===== src/rtl/disp_pkg.sv =====
// Shared constants and anode decode for the display scan controller.
package disp_pkg;

    localparam int DIGITS = 4;
    localparam int NIB_W  = 4;
    localparam logic [DIGITS-1:0] AN_OFF = 4'b1111;

    // Active-low one-hot anode for the selected digit, or all off when dark.
    function automatic logic [DIGITS-1:0] an_decode(input logic [1:0] sel, input logic lit);
        return lit ? ~(4'b0001 << sel) : AN_OFF;
    endfunction

endpackage


===== src/rtl/disp_scan_ctrl_tick_gen.sv =====
// Prescaler: counts 0..DIV-1 while enabled and flags the terminal count as tick.
module tick_gen #(
    parameter int unsigned DIV = 50000
) (
    input  logic clk,
    input  logic rst_n,
    input  logic en,
    output logic tick
);

    localparam int CW = (DIV > 1) ? $clog2(DIV) : 1;
    localparam logic [CW-1:0] LAST = CW'(DIV - 1);

    logic [CW-1:0] count;

    assign tick = en && (count == LAST);

    // Holding the count while disabled lets scanning resume mid-slot.
    always_ff @(posedge clk or negedge rst_n) begin
        if (!rst_n) begin
            count <= '0;
        end else if (en) begin
            count <= (count == LAST) ? '0 : count + 1'b1;
        end
    end

endmodule


===== src/rtl/disp_scan_ctrl.sv =====
// Display scan controller feeding a 4-bit 4:1 mux; new values commit only at frame wrap.
// Build option: LEADING_ZERO_BLANK_EN blanks leading-zero digits above digit 0.
module disp_scan_ctrl
    import disp_pkg::*;
#(
    parameter int unsigned DIV = 50000
) (
    input  logic                    clk,
    input  logic                    rst_n,
    input  logic                    en,
    input  logic                    load_valid,
    output logic                    load_ready,
    input  logic [DIGITS*NIB_W-1:0] load_data,
    output logic [NIB_W-1:0]        I0,
    output logic [NIB_W-1:0]        I1,
    output logic [NIB_W-1:0]        I2,
    output logic [NIB_W-1:0]        I3,
    output logic [1:0]              s,
    output logic [DIGITS-1:0]       an,
    output logic                    frame
);

    logic                    tick;
    logic                    wrap;
    logic                    xfer;
    logic                    pend_full;
    logic [DIGITS*NIB_W-1:0] pend_data;
    logic [NIB_W-1:0]        disp [DIGITS];
    logic                    blank;

    tick_gen #(.DIV(DIV)) u_tick_gen (
        .clk   (clk),
        .rst_n (rst_n),
        .en    (en),
        .tick  (tick)
    );

    assign wrap       = tick && (s == 2'd3);
    assign xfer       = load_valid && load_ready;
    assign load_ready = !pend_full;

    always_ff @(posedge clk or negedge rst_n) begin
        if (!rst_n) begin
            s         <= 2'd0;
            frame     <= 1'b0;
            pend_full <= 1'b0;
            pend_data <= '0;
            for (int i = 0; i < DIGITS; i++) disp[i] <= '0;
        end else begin
            frame <= wrap;
            if (tick) s <= s + 2'd1;
            // A transfer needs an empty pending register, so it never collides with a commit.
            if (wrap && pend_full) begin
                for (int i = 0; i < DIGITS; i++) disp[i] <= pend_data[i*NIB_W +: NIB_W];
                pend_full <= 1'b0;
            end else if (xfer) begin
                pend_data <= load_data;
                pend_full <= 1'b1;
            end
        end
    end

`ifdef LEADING_ZERO_BLANK_EN
    logic hi_zero;

    always_comb begin
        hi_zero = 1'b1;
        blank   = 1'b0;
        for (int i = DIGITS - 1; i >= 1; i--) begin
            hi_zero = hi_zero && (disp[i] == '0);
            if (s == i[1:0]) blank = hi_zero;
        end
    end
`else
    assign blank = 1'b0;
`endif

    assign an = an_decode(s, en && !blank);

    assign I0 = disp[0];
    assign I1 = disp[1];
    assign I2 = disp[2];
    assign I3 = disp[3];

endmodule


===== config.mk =====
export PLATFORM = sky130hd
export DESIGN_NAME = disp_scan_ctrl
export DESIGN_NICKNAME = d
export VERILOG_FILES = /design/src/rtl/disp_pkg.sv /design/src/rtl/disp_scan_ctrl_tick_gen.sv /design/src/rtl/disp_scan_ctrl.sv
export SDC_FILE = /design/constraint.sdc
export NUM_CORES = 1
export LEC_CHECK = 0
export ABC_AREA = 1
export CORE_MARGIN = 2
export CORE_UTILIZATION = 28
export DETAILED_ROUTE_END_ITERATION = 10
export SKIP_LAST_GASP = 1
export SYNTH_ARGS = -nofsm -noshare
export SYNTH_HDL_FRONTEND = slang
export SYNTH_SLANG_ARGS = --single-unit

===== constraint.sdc =====
create_clock -name clk -period 1.25 [get_ports clk]
set_input_delay 0.3125 -clock clk [delete_from_list [all_inputs] [get_ports clk]]
set_output_delay 0.3125 -clock clk [all_outputs]
set_load 0.005 [all_outputs]

# Word level (Yosys, flattened, before mapping)
# Index checks and enable logic that the tools add are counted.
word_totals:
  regBits: 52
  input_bits: 20
  output_inout_bits: 24
  wordCells: 27
op_classes:
  add_sub_neg: 2
  eq_ne: 2
  n_shift: 1
  muxes: 4
  n_bitwise: 2
  n_reduce_logical: 7
op_table:
  columns: ["cell", "count"]
  rows:
  - ["$add A16 B1 Y16 const B", 1]
  - ["$eq A16 B16 Y1 const B", 1]
  - ["$mux W16", 1]
  - ["$logic_and A1 B1 Y1", 4]
  - ["$mux W4", 1]
  - ["$not A4 Y4", 1]
  - ["$shl A1 B2 Y4 const A", 1]
  - ["$add A2 B1 Y2 const B", 1]
  - ["$eq A2 B2 Y1 const B", 1]
  - ["$mux W1", 2]
  - ["$reduce_and A2 Y1", 1]
  - ["$reduce_bool A2 Y1", 1]
  - ["$logic_not A1 Y1", 1]
  - ["$not A1 Y1", 1]

# Longest topological paths before layout
logic_depth:
  word_depth: 6
  mapped_depth: 9
  mapped_depth_nobuf: 9

# Modules after synthesis
# From an unflattened synthesis, not the netlist that was laid out.
unflattened:
  hier_cells: 298
  hier_area_um2: 2503.7
by_module_without_submodules:
  columns: ["module", "instances", "cells_per_inst", "area_per_inst_um2", "seq_area_each_um2"]
  rows:
  - ["disp_scan_ctrl", 1, 164, 1541.5, 900.9]
  - ["tick_gen", 1, 134, 962.2, 400.4]

# Worst setup path before layout
# OpenSTA, ideal clock, no wires.
synth_timing:
  path_type: "flip-flop to flip-flop"
  startpoint: "reg u_tick_gen.count[1]"
  endpoint: "reg pend_full"
  setup_ns: 0.119
  t_arrival_ns: 1.238
  required_ns: 1.131
  slack_ns: -0.106
  stages_incl_launch_ff: 7
  n_path_buf: 1
  period_less_slack_ns: 1.356
  cell_sequence: "dfrtp_1 ha_1 nand3_2 nor2_8 nand4_4 buf_4 o21a_1"
synth_between:
  elab_chain_len: 5
  word_cells_on_any_way: 6
  classes_between: "eq/ne: 1; mux: 1; reduce/logical: 4"
synth_rtl:
  columns: ["element", "line", "text"]
  rows:
  - ["from (decl)", "disp_scan_ctrl_tick_gen.sv:14", "logic [CW-1:0] count;"]
  - ["from (signal assigned)", "disp_scan_ctrl_tick_gen.sv:23", "count <= (count == LAST) ? '0 : count + 1'b1;"]
  - ["$eq A16 B16 Y1 *", "disp_scan_ctrl_tick_gen.sv:16", "assign tick = en && (count == LAST);"]
  - ["$logic_and A1 B1 Y1 *", "disp_scan_ctrl_tick_gen.sv:16", null]
  - ["$logic_and A1 B1 Y1 *", "disp_scan_ctrl.sv:38", "assign wrap = tick && (s == 2'd3);"]
  - ["$logic_and A1 B1 Y1 *", "disp_scan_ctrl.sv:53", "if (wrap && pend_full) begin"]
  - ["$mux W1 or $reduce_bool A2 Y1 (tied branches)", null, null]
  - ["to (signal assigned)", "disp_scan_ctrl.sv:46", "pend_full <= 1'b0;"]
  - ["to (signal assigned)", "disp_scan_ctrl.sv:55", "pend_full <= 1'b0;"]
  - ["to (signal assigned)", "disp_scan_ctrl.sv:58", "pend_full <= 1'b1;"]
  - ["to (decl)", "disp_scan_ctrl.sv:26", "logic pend_full;"]
# Mark *: on every way between the ends. The rest lies on a longest branch, timed or not.
# A chain may end at the register's enable or synchronous reset.

# Final worst setup path
layout_timing:
  startpoint: "reg s[1]"
  endpoint: "out an[0]"
layout_between:
  elab_chain_len: 3
layout_rtl:
  columns: ["element", "line", "text"]
  rows:
  - ["from (decl)", "disp_scan_ctrl.sv:18", "output logic [1:0] s,"]
  - ["from (signal assigned)", "disp_scan_ctrl.sv:51", "if (tick) s <= s + 2'd1;"]
  - ["$shl A1 B2 Y4", "disp_pkg.sv:10", "return lit ? ~(4'b0001 << sel) : AN_OFF;"]
  - ["$not A4 Y4", "disp_pkg.sv:10", null]
  - ["$mux W4", "disp_pkg.sv:10", null]
  - ["to (decl)", "disp_scan_ctrl.sv:19", "output logic [DIGITS-1:0] an,"]
# Every way passes these cells.

==> impl_metrics.yaml <==
outcome:
  outcome: "finished with violations"
  failed_checks: "setup timing"
clocking:
  cts_sinks: 52
  htreeDepth: 2
  cts-buffers-inserted: 5
  path_clk_slew_ps: 110
  clockBufferDepth: 2
  clk_latency_ps: 320
  cts_tree: "built"
  cts_root_buf: "clkbuf_8"
synthesis:
  syn-cell-area_sq_um: 2530
  syn-num-nets: 290
  syn_inst: 265
  synth_seq_cells: 52
  synthArstFlopShare: 1.00
  synth.top_cell.area_share: 0.513
  synth_most_common_cell: "nand2_1"
  yosys_warnings: 0
  yosysUniqueCellTypes: 32
  ys_top_cells_by_count: "nand2_1 (66), dfrtp_1 (52), nand3_1 (28), inv_1 (26), nor2_1 (18)"
  ys.flop_type: "dfrtp_1"
  synth_edf_count: 0
  synth_top_area_cell: "dfrtp_1"
  synthTopCellsByArea: "dfrtp_1 (51%), nand2_1 (9.8%), mux2_2 (7.1%)"
  syn-mean-instance-area_sq_um: 9.57
  yosysSeqAreaShare: 0.513
sta:
  relSlewSlack: 0.797
  worst_slew_pin_slew_ps: 304
  max_freq_ghz: 0.643
  hold_violations: 0
  slew_violations: 0
  grt_setup_unrepaired: "true"
  finClkSkew_ps: 13.0
  period_needed_ps: 1560
  setup_viol: 39
  worst_slack_ps: -306
  period_share: 1.24
  fin_setup_tns_ps: -6920
global_route:
  track_usage: 0.137
  grt_max_degree: 53
  grt.overflow.total: 0
  antenna_found_initial: 0
  grt_pass1_vias: 2254
  grt_first_pass_wirelength_microns: 10800
drt:
  vias: 2215
  dr.pass1.iters: 4
  drc: 0
  wl_per_cell_microns: 14.2
  via_per_inst: 4.57
  ant_nets: 0
  dr.first_iter.drc_count: 79
  routed_wl_microns: 6870
critical_path:
  startpoint: "s[1]"
  critical_path_required_ps: 940
  crit_type: "register to output pin"
  crit_arrival_ps: 1240
  r2r_slack_ps: -250
  start_kind: "register"
  r2r_start: "u_tick_gen.count[1]"
  end_kind: "output pin"
  rr_endpoint: "u_tick_gen.count[8]"
  critPathMaxFanout: 3
  crit_end: "an[0]"
  ff2ff_path_depth: 8
pwr:
  p_leak_nw: 2.09
  ir_drop_v: 0.000503
  power_density_nw_per_um2: 1230
floorplanning:
  die_w_microns: 99.2
  fp.dieH_microns: 99.2
  fp-row-count: 34
  ios: 44
  core_area_sq_um: 8760
  initial_core_util: 0.289
  die_area_sq_um: 9830
placement:
  io_buffers: 43
  dp_slack_ps: -565
  place.gp.congestion: 0.935
  hpwl_microns: 3970
job:
  cap_violations: 0
cells_and_area:
  fin_nets: 401
  multi_input_comb_area_sq_um: 1440
  seq_area_sq_um: 1300
  drive_gt1_frac: 0.488
  n_antenna_cell: 0
  area_growth_pct: 59.2
  fillers: 833
worst_hold_path:
  min_path_type: "input port to asynchronous set/reset pin"
worst min path at each step:
stage / from / to / slack, ps / cells after the start
3_5_place_dp: rst_n / u_tick_gen.count[2] / 330 / 2
4_1_cts: I1[0] / I1[0] / 500 / 2
6_report: rst_n / u_tick_gen.count[2] / 490 / 3
2_1_floorplan: rst_n / I0[0] / 20 / 0
3_3_place_gp: rst_n / u_tick_gen.count[2] / 330 / 2
5_1_grt: I1[0] / I1[0] / 510 / 2
layout by cell type (no fill, tap or decap), types with 3 or more instances in the layout:
cell and n:
buf_12 4, buf_2 8, buf_4 47, buf_6 18, clkbuf_2 11, clkbuf_8 5
clkdlybuf4s50_1 17, dfrtp_1 51, ha_4 5, inv_1 20, inv_2 5, inv_6 3
mux2_4 16, nand2_1 60, nand2_2 8, nand2_4 4, nand3_1 9, nand3_2 18
nand3_4 3, nand3b_1 3, nand4_1 5, nor2_1 9, nor2_2 7, nor2_4 9
o21ai_0 4, xor2_1 5
cell families after synthesis:
| group | share of synthesized area |
|---|---|
| simple gates | 0.281 |
| flops | 0.513 |
| buf+inv | 0.0691 |
| mux | 0.0711 |
| compound gates | 0.0232 |
| xor+xnor | 0.0173 |
| fa+ha+maj | 0.0247 |
per-layer routing:
layer / track usage / part of all wire / up-vias
met3: 0.0267 / 0.035 / 5
met5: 0 / 0 / -
met2: 0.241 / 0.52 / 40
met1: 0.173 / 0.43 / 1092
met4: 0.0327 / 0.0080 / 0
li1: - / - / 1078
critical path, cell delays in order (launching register included):
cell and delay, ps:
dfrtp_2 450, buf_6 140, inv_6 50, ha_4 110, nand2_1 50, buf_2 130
power breakdown:
part           internal, mW  switching [mW]  leakage [nW]
sequential             1.91           0.237         0.660
clock                 0.400           0.630        0.0445
combinational         0.898           0.887          1.39
through the flow:
stage          area (sq um)  hold WS [ps]  total power, mW  std cells   util
6_report               4040           489             4.96        485  0.460
4_1_cts                3840           496             4.73        477  0.439
2_1_floorplan          2550          16.9             2.79        265      -
3_3_place_gp           3360           328             3.53        446  0.384
3_5_place_dp           3360           330             3.55        446  0.384
5_1_grt                4040           513             5.26        485  0.460
sequential cells by signal (all words and copies together), names as in the netlist:
register and cells:
frame 1, u_tick_gen.count 16, s 2, I3 4, I0 4, I2 4
pend_data 16, I1 4, pend_full 1
repair_timing:
| item | 4_1_cts | 5_1_grt |
|---|---|---|
| endpoints found under the hold margin | 52 | 0 |
| setup endpoints to repair | 58 | 69 |
| hold buffers | 1 | 0 |
| pin swaps | 23 | 21 |
| buffers inserted | 21 | 8 |
| cloned | 2 | 1 |
| resized for setup | 134 | 58 |
layout make-up:
class / instances / area share
Inverter: 28 / 0.0285
Sequential cell: 52 / 0.323
Timing Repair Buffer: 109 / 0.237
Clock inverter: 3 / 0.00527
Multi-Input combinational cell: 180 / 0.356
Clock buffer: 5 / 0.0171
Tap cell: 108 / 0.0335
Note: power is estimated with default switching activity, not from simulation.
